--- src/rtl/rr_fifo_arbiter_n_pkg.sv ---
// rr_arb_pkg
// Shared sizing helpers for the N-channel round-robin FIFO arbiter.
// The localparams CH_W / PTR_W / CNT_W describe the default build
// (4 channels, 8-deep FIFOs). Modules that take their own N_CH / DEPTH
// parameters derive their widths through the helper functions so every
// file agrees on the same rules.
package rr_arb_pkg;

    localparam int N_CH_DEF   = 4;
    localparam int DATA_W_DEF = 8;
    localparam int DEPTH_DEF  = 8;

    // Channel-select width; a 1-bit select is kept even for degenerate sizes.
    function automatic int ch_width(input int n_ch);
        return (n_ch > 1) ? $clog2(n_ch) : 1;
    endfunction

    // FIFO index width; DEPTH is a power of two, so indices wrap naturally.
    function automatic int ptr_width(input int depth);
        return $clog2(depth);
    endfunction

    // Occupancy counter needs one extra bit to represent 0..DEPTH.
    function automatic int cnt_width(input int depth);
        return $clog2(depth) + 1;
    endfunction

    localparam int CH_W  = ch_width(N_CH_DEF);
    localparam int PTR_W = ptr_width(DEPTH_DEF);
    localparam int CNT_W = cnt_width(DEPTH_DEF);

endpackage

--- src/rtl/rr_fifo_arbiter_n_if.sv ---
// rr_fifo_arbiter_n_if
// Bundles the arbiter's write side, status and output handshake.
//   wen/din      : per-channel write requests and packed data
//   full/wr_err  : per-channel status (full level, dropped-write pulse)
//   dout/dout_ch : output word and its source channel
//   valid/ready  : output handshake
// master: producer/consumer side; slave: the arbiter.
interface rr_fifo_arbiter_n_if
    import rr_arb_pkg::*;
#(
    parameter int N_CH   = 4,
    parameter int DATA_W = 8,
    parameter int SEL_W  = ch_width(N_CH)
) ();

    logic [N_CH-1:0]        wen;
    logic [N_CH*DATA_W-1:0] din;
    logic [N_CH-1:0]        full;
    logic [N_CH-1:0]        wr_err;
    logic [DATA_W-1:0]      dout;
    logic [SEL_W-1:0]       dout_ch;
    logic                   valid;
    logic                   ready;

    modport master (
        output wen, din, ready,
        input  full, wr_err, dout, dout_ch, valid
    );

    modport slave (
        input  wen, din, ready,
        output full, wr_err, dout, dout_ch, valid
    );

endinterface

--- src/rtl/rr_fifo_arbiter_n_fifo_sync.sv ---
// fifo_sync
// One channel's synchronous FIFO: memory array, wrapping read/write
// indices and an occupancy count.
// Ports:
//   clk, rst_n : clock, async active-low reset (indices and count only)
//   push/wdata : write request and data
//   pop/rdata  : read request and combinational head word
//   count      : occupancy 0..DEPTH
//   full/empty : decoded from the registered count
module fifo_sync
    import rr_arb_pkg::*;
#(
    parameter  int DATA_W = 8,
    parameter  int DEPTH  = 8,
    localparam int IDX_W  = ptr_width(DEPTH),
    localparam int LVL_W  = cnt_width(DEPTH)
) (
    input  logic              clk,
    input  logic              rst_n,
    input  logic              push,
    input  logic              pop,
    input  logic [DATA_W-1:0] wdata,
    output logic [DATA_W-1:0] rdata,
    output logic [LVL_W-1:0]  count,
    output logic              full,
    output logic              empty
);

    logic [DATA_W-1:0] mem [DEPTH];
    logic [IDX_W-1:0]  wr_idx;
    logic [IDX_W-1:0]  rd_idx;
    logic [LVL_W-1:0]  cnt;
    logic              push_ok;
    logic              pop_ok;

    // Requests are self-guarded so a misbehaving caller cannot corrupt the count.
    assign push_ok = push && !full;
    assign pop_ok  = pop && !empty;

    assign full  = (cnt == LVL_W'(DEPTH));
    assign empty = (cnt == '0);
    assign count = cnt;
    assign rdata = mem[rd_idx];

    // Storage has no reset: a reset only rewinds the indices and count.
    always_ff @(posedge clk) begin
        if (push_ok) begin
            mem[wr_idx] <= wdata;
        end
    end

    always_ff @(posedge clk or negedge rst_n) begin
        if (!rst_n) begin
            wr_idx <= '0;
            rd_idx <= '0;
            cnt    <= '0;
        end else begin
            if (push_ok) begin
                wr_idx <= wr_idx + IDX_W'(1);
            end
            if (pop_ok) begin
                rd_idx <= rd_idx + IDX_W'(1);
            end
            case ({push_ok, pop_ok})
                2'b10:   cnt <= cnt + LVL_W'(1);
                2'b01:   cnt <= cnt - LVL_W'(1);
                default: cnt <= cnt;
            endcase
        end
    end

endmodule

--- src/rtl/rr_fifo_arbiter_n.sv ---
// rr_fifo_arbiter_n
// N-channel round-robin FIFO arbiter. Each channel writes into its own
// DEPTH-entry FIFO; a work-conserving rotating-priority selector drains
// non-empty FIFOs into a registered output word with valid/ready.
// Ports:
//   clk   : clock, all state changes on the rising edge
//   rst_n : asynchronous active-low reset
//   bus   : slave side of rr_fifo_arbiter_n_if (wen/din, full/wr_err,
//           dout/dout_ch/valid, ready)
module rr_fifo_arbiter_n
    import rr_arb_pkg::*;
#(
    parameter int N_CH   = 4,
    parameter int DATA_W = 8,
    parameter int DEPTH  = 8
) (
    input  logic               clk,
    input  logic               rst_n,
    rr_fifo_arbiter_n_if.slave bus
);

    localparam int SEL_W = ch_width(N_CH);
    localparam int LVL_W = cnt_width(DEPTH);

    logic [N_CH-1:0]   push_vec;
    logic [N_CH-1:0]   pop_vec;
    logic [N_CH-1:0]   full_vec;
    logic [N_CH-1:0]   empty_vec;
    logic [N_CH-1:0]   req;
    logic [DATA_W-1:0] head  [N_CH];
    logic [LVL_W-1:0]  level [N_CH];

    logic [SEL_W-1:0]  ptr;
    logic [SEL_W-1:0]  ptr_next;
    logic [SEL_W-1:0]  grant;
    logic              found;
    logic              slot_free;
    logic              take;

    logic [DATA_W-1:0] dout_q;
    logic [SEL_W-1:0]  dout_ch_q;
    logic              valid_q;
    logic [N_CH-1:0]   wr_err_q;

    // Full is the registered level, so a same-cycle pop never rescues a write.
    assign push_vec = bus.wen & ~full_vec;

    for (genvar i = 0; i < N_CH; i++) begin : g_ch
        assign req[i]     = (level[i] != '0);
        assign pop_vec[i] = take && (grant == SEL_W'(i)) && !empty_vec[i];

        fifo_sync #(
            .DATA_W (DATA_W),
            .DEPTH  (DEPTH)
        ) u_fifo (
            .clk   (clk),
            .rst_n (rst_n),
            .push  (push_vec[i]),
            .pop   (pop_vec[i]),
            .wdata (bus.din[i*DATA_W +: DATA_W]),
            .rdata (head[i]),
            .count (level[i]),
            .full  (full_vec[i]),
            .empty (empty_vec[i])
        );
    end

    // Rotating priority: first pass looks at channels ptr..N_CH-1, second pass
    // wraps to 0..ptr-1. Descending loops leave the lowest qualifying index.
    always_comb begin
        found = 1'b0;
        grant = '0;
        for (int i = N_CH - 1; i >= 0; i--) begin
            if (req[i] && (i >= int'(ptr))) begin
                found = 1'b1;
                grant = SEL_W'(i);
            end
        end
        if (!found) begin
            for (int i = N_CH - 1; i >= 0; i--) begin
                if (req[i]) begin
                    found = 1'b1;
                    grant = SEL_W'(i);
                end
            end
        end
    end

    assign slot_free = !valid_q || bus.ready;
    assign take      = slot_free && found;
    assign ptr_next  = (grant == SEL_W'(N_CH - 1)) ? '0 : grant + SEL_W'(1);

    // Output slot: load on grant, go idle when nothing is pending, hold under stall.
    always_ff @(posedge clk or negedge rst_n) begin
        if (!rst_n) begin
            ptr       <= '0;
            valid_q   <= 1'b0;
            dout_q    <= '0;
            dout_ch_q <= '0;
            wr_err_q  <= '0;
        end else begin
            wr_err_q <= bus.wen & full_vec;
            if (slot_free) begin
                if (found) begin
                    dout_q    <= head[grant];
                    dout_ch_q <= grant;
                    ptr       <= ptr_next;
                    valid_q   <= 1'b1;
                end else begin
                    valid_q   <= 1'b0;
                end
            end
        end
    end

    assign bus.full    = full_vec;
    assign bus.wr_err  = wr_err_q;
    assign bus.dout    = dout_q;
    assign bus.dout_ch = dout_ch_q;
    assign bus.valid   = valid_q;

endmodule

--- src/flat_wrapper.sv ---
// flat-port wrapper written by rule: the top's interface ports become plain ports
module rr_fifo_arbiter_n_flat import rr_arb_pkg::*;
#(
    parameter int N_CH   = 4,
    parameter int DATA_W = 8,
    parameter int DEPTH  = 8
)
  (clk, rst_n, bus_wen, bus_din, bus_ready, bus_full, bus_wr_err, bus_dout, bus_dout_ch, bus_valid);
  rr_fifo_arbiter_n_if #(.N_CH(N_CH), .DATA_W(DATA_W)) bus_i ();
  input  logic clk;
  input  logic rst_n;
  input wire logic [$bits(bus_i.wen)-1:0] bus_wen;
  input wire logic [$bits(bus_i.din)-1:0] bus_din;
  input wire logic [$bits(bus_i.ready)-1:0] bus_ready;
  output wire logic [$bits(bus_i.full)-1:0] bus_full;
  output wire logic [$bits(bus_i.wr_err)-1:0] bus_wr_err;
  output wire logic [$bits(bus_i.dout)-1:0] bus_dout;
  output wire logic [$bits(bus_i.dout_ch)-1:0] bus_dout_ch;
  output wire logic [$bits(bus_i.valid)-1:0] bus_valid;
  assign bus_i.wen = bus_wen;
  assign bus_i.din = bus_din;
  assign bus_i.ready = bus_ready;
  assign bus_full = bus_i.full;
  assign bus_wr_err = bus_i.wr_err;
  assign bus_dout = bus_i.dout;
  assign bus_dout_ch = bus_i.dout_ch;
  assign bus_valid = bus_i.valid;
  rr_fifo_arbiter_n #(.N_CH(N_CH), .DATA_W(DATA_W), .DEPTH(DEPTH)) u_core (.clk(clk), .rst_n(rst_n), .bus(bus_i));
endmodule
--- config.mk ---
export PLATFORM = sky130hd
export DESIGN_NAME = rr_fifo_arbiter_n_flat
export DESIGN_NICKNAME = d
export VERILOG_FILES = /design/src/rtl/rr_fifo_arbiter_n_pkg.sv /design/src/rtl/rr_fifo_arbiter_n_if.sv /design/src/rtl/rr_fifo_arbiter_n_fifo_sync.sv /design/src/rtl/rr_fifo_arbiter_n.sv /design/src/flat_wrapper.sv
export SDC_FILE = /design/constraint.sdc
export NUM_CORES = 1
export LEC_CHECK = 0
export ABC_CLOCK_PERIOD_IN_PS = 10100
export BUFFER_PORTS_ARGS = -buffer_cell sky130_fd_sc_hd__clkbuf_2
export CELL_PAD_IN_SITES_DETAIL_PLACEMENT = 2
export CELL_PAD_IN_SITES_GLOBAL_PLACEMENT = 2
export CORE_MARGIN = 4
export CORE_UTILIZATION = 51
export DETAILED_ROUTE_END_ITERATION = 10
export PLACE_DENSITY = 0.84
export SYNTH_ARGS = -nofsm -noshare
export SYNTH_HDL_FRONTEND = slang
export SYNTH_SLANG_ARGS = --single-unit
--- constraint.sdc ---
create_clock -name clk -period 10.1 [get_ports clk]
set_input_delay 0.505 -clock clk [delete_from_list [all_inputs] [get_ports clk]]
set_output_delay 0.505 -clock clk [all_outputs]
set_load 0.05 [all_outputs]
==> reports/metrics.yaml <==
grt:
  grt_max_degree: 58
  grt_pass1_wl_um: 55100
  antenna_found_initial: 0
  grt_overflow: 0
  grt_pass1_vias: 8091
  track_usage_pct: 26.6
timing:
  worstMarginPinSlew_ns: 1.17
  post-route-min-period_ns: 4.80
  fin_ws_ns: 5.30
  setup_violations: 0
  finalHoldViolations: 0
  rsz0062_at_grt: "no"
  setup_tns_ns: 0
  clock_skew_ns: 0.0270
  whs_ns: 0.190
  post-route-period-util_pct: 47.5
  slew_headroom_pct: 21.7
  slew_violations: 0
  fmax_mhz: 208
die:
  die_w_um: 168
  die_h_um: 168
  num_rows: 58
  ios: 58
  die_area_um2: 28100
  start_util_pct: 51.7
  fp.coreArea_um2: 25100
clocking:
  clkTransAtPathRegs_ns: 0.06
  tritoncts: "done"
  htreeDepth: 2
  post-cts-setup-buffers: 0
  ctsRootBufferMaster: "clkbuf_16"
  clk_latency_ns: 0.52
  cts_resized: 0
  numCtsBuffers: 34
  clockBufferDepth: 3
  cts_sinks: 313
  cts_hold_buf: 0
worst_setup_path:
  cp_common_cell: "ha_1"
  crit_buf_inv: 1
  cp_slowest_cell: "o22a_1"
  end_kind: "flop"
  reg2reg_from: "u_core.g_ch[0].u_fifo.count[0]$_DFFE_PN0P_"
  critical_path.top_delay_family: "compound AO/OA/AOI/OAI gates"
  max_stage_delay_ns: 0.81
  worstPathMaxFanout: 19
  cp_data_required_time_ns: 10.48
  cp.arrival_ns: 5.18
  crit_path_cell_trace: "or4_1 > a211oi_4 > o22a_1 > inv_2 > ha_1 > and3_1 > ha_1 > ha_1 > a21o_1 > a21oi_1 > xnor2_1 > nor2_1 > xor2_1"
  worstSetupPathType: "flop to flop"
  startpoint: "u_core.g_ch[0].u_fifo.count[0]$_DFFE_PN0P_"
  worstSetupStartpointType: "flop"
place:
  dp_slack_ns: 5.47
  dp_hpwl_um: 23700
  place_area_um2: 13600
  port_buffers: 57
  gp_congestion: 0.777
synth:
  synth-seq-cells: 313
  yosysUniqueCellTypes: 39
  yosysSeqAreaShare_pct: 70.2
  avgSynthCellArea_um2: 18.1
  ys_warn_count: 0
  syn_inst: 717
  synthesis.area_um2: 13000
  syn_nets: 784
cells_and_area:
  antennaDiodeCount: 0
  final_cell_mix: "256 x edfxtp_1, 64 x mux4_2, 57 x dfrtp_1, 56 x clkbuf_2"
  drive_above_1_share_pct: 27.2
  final_common_cell: "edfxtp_1"
  nets: 848
  fin_area_um2: 14700
  syn_to_final_growth_pct: 13.1
flow_run:
  drv_cap: 0
route:
  via_per_inst: 6.23
  antenna_left: 0
  firstDrtPassIters: 4
  routedWlPerCell_um: 32.3
  wl_um: 36700
  drc: 0
  drtIter0Drc: 646
  vias: 7073
status:
  status: "finished clean"
pwr:
  power_w: 0.00479
  p_leak_nw: 5.25
  ir_worst_vdd_v: 0.000186
  powerDensity_nw_per_um2: 326
min_path:
  hold_path_class: "primary input to async pin"
report_power, final:
group	total (W)	internal, W	switching (W)
Sequential	0.00206	0.00168	0.000387
Combinational	0.00150	0.000648	0.000852
Clock	0.00123	0.000722	0.000507
Total	0.00479	0.00304	0.00175
per-stage QoR:
stage | util (%) | cells
after floorplan | - | 717
after global placement | 54.1 | 1075
after detailed placement | 54.1 | 1075
after CTS | 58.5 | 1136
after global routing | 58.5 | 1136
final | 58.5 | 1136
cells in the mapped netlist (all sizes together):
master / instances / area (µm²)
buf: 26 / 144
o2111ai: 8 / 70.1
o41ai: 1 / 16.3
xor2: 12 / 105
mux2: 24 / 270
nand4: 1 / 6.26
o211ai: 8 / 60.1
mux2i: 19 / 190
a21oi: 6 / 33.8
o21ai: 7 / 35.0
o221ai: 18 / 158
fa: 4 / 80.1
or4: 4 / 30.0
nand2b: 9 / 56.3
clkbuf: 16 / 60.1
ha: 24 / 300
a21o: 7 / 52.6
nor3: 16 / 80.1
or2: 2 / 12.5
mux4: 64 / 1440
nand2: 35 / 131
nor4: 4 / 31.3
o41a: 1 / 11.3
xnor2: 18 / 158
edfxtp: 256 / 7690
dfrtp: 57 / 1430
and3: 8 / 50.1
inv: 20 / 75.1
o22a: 1 / 8.76
a211oi: 2 / 40.0
nand3: 16 / 80.1
nor2: 23 / 86.3
registers in the layout, summed over array words and instances (netlist names):
name                       flops
u_core.bus.dout                8
u_core.bus.dout_ch             2
u_core.bus.valid               1
u_core.bus.wr_err              4
u_core.g_ch.u_fifo.count      16
u_core.g_ch.u_fifo.mem       256
u_core.g_ch.u_fifo.rd_idx     12
u_core.g_ch.u_fifo.wr_idx     12
u_core.ptr                     2
worst reg2reg max path, cell delays in order (launching register included):
cell,delay [ns]
dfrtp_1,0.48
or4_1,0.74
a211oi_4,0.71
o22a_1,0.81
inv_2,0.12
ha_1,0.25
and3_1,0.23
ha_1,0.25
ha_1,0.31
a21o_1,0.19
a21oi_1,0.21
xnor2_1,0.15
nor2_1,0.08
xor2_1,0.15
cells by family (layout without fill, tap and decap cells):
family / count (synthesis) / in the layout / share of synthesized area, %
fa+ha+maj: 28 / 28 / 2.93
compound gates: 59 / 59 / 3.74
buf+inv: 62 / 151 / 2.15
simple gates: 118 / 118 / 4.34
xor+xnor: 30 / 30 / 2.02
mux: 107 / 107 / 14.6
flops: 313 / 313 / 70.2
final timing paths:
path	end	slack (ns)	depth (start not counted)
setup reg to reg	u_core.g_ch[0].u_fifo.count[3]$_DFFE_PN0P_	5.30	13
hold reg to reg	u_core.g_ch[1].u_fifo.count[3]$_DFFE_PN0P_	0.56	1
hold / removal	u_core.g_ch[0].u_fifo.rd_idx[0]$_DFFE_PN0P_	0.19	2
max in group asynchronous	u_core.g_ch[1].u_fifo.wr_idx[1]$_DFFE_PN0P_	9.35	2
min in group clk	u_core.g_ch[3].u_fifo.mem[0][1]$_DFFE_PP_	0.25	1
setup / recovery	u_core.g_ch[0].u_fifo.count[3]$_DFFE_PN0P_	5.30	13
metal layers:
layer	global-route usage (%)	part of all wire, %	wire [µm]
met1	32.1	37	13700
met2	46.7	53	19300
met3	5.59	5.5	2030
met4	11.0	4.4	1610
met5	0.696	0	0
layout make-up:
class                           count  area [µm²]
Clock buffer                       52        1020
Inverter                           20        75.1
Timing Repair Buffer               70         383
Tap cell                          330         413
Multi-Input combinational cell    342        3610
Clock inverter                      9        71.3
Fill cell                        2144       10400
Sequential cell                   313        9110
(Power assumes the default switching activity.)
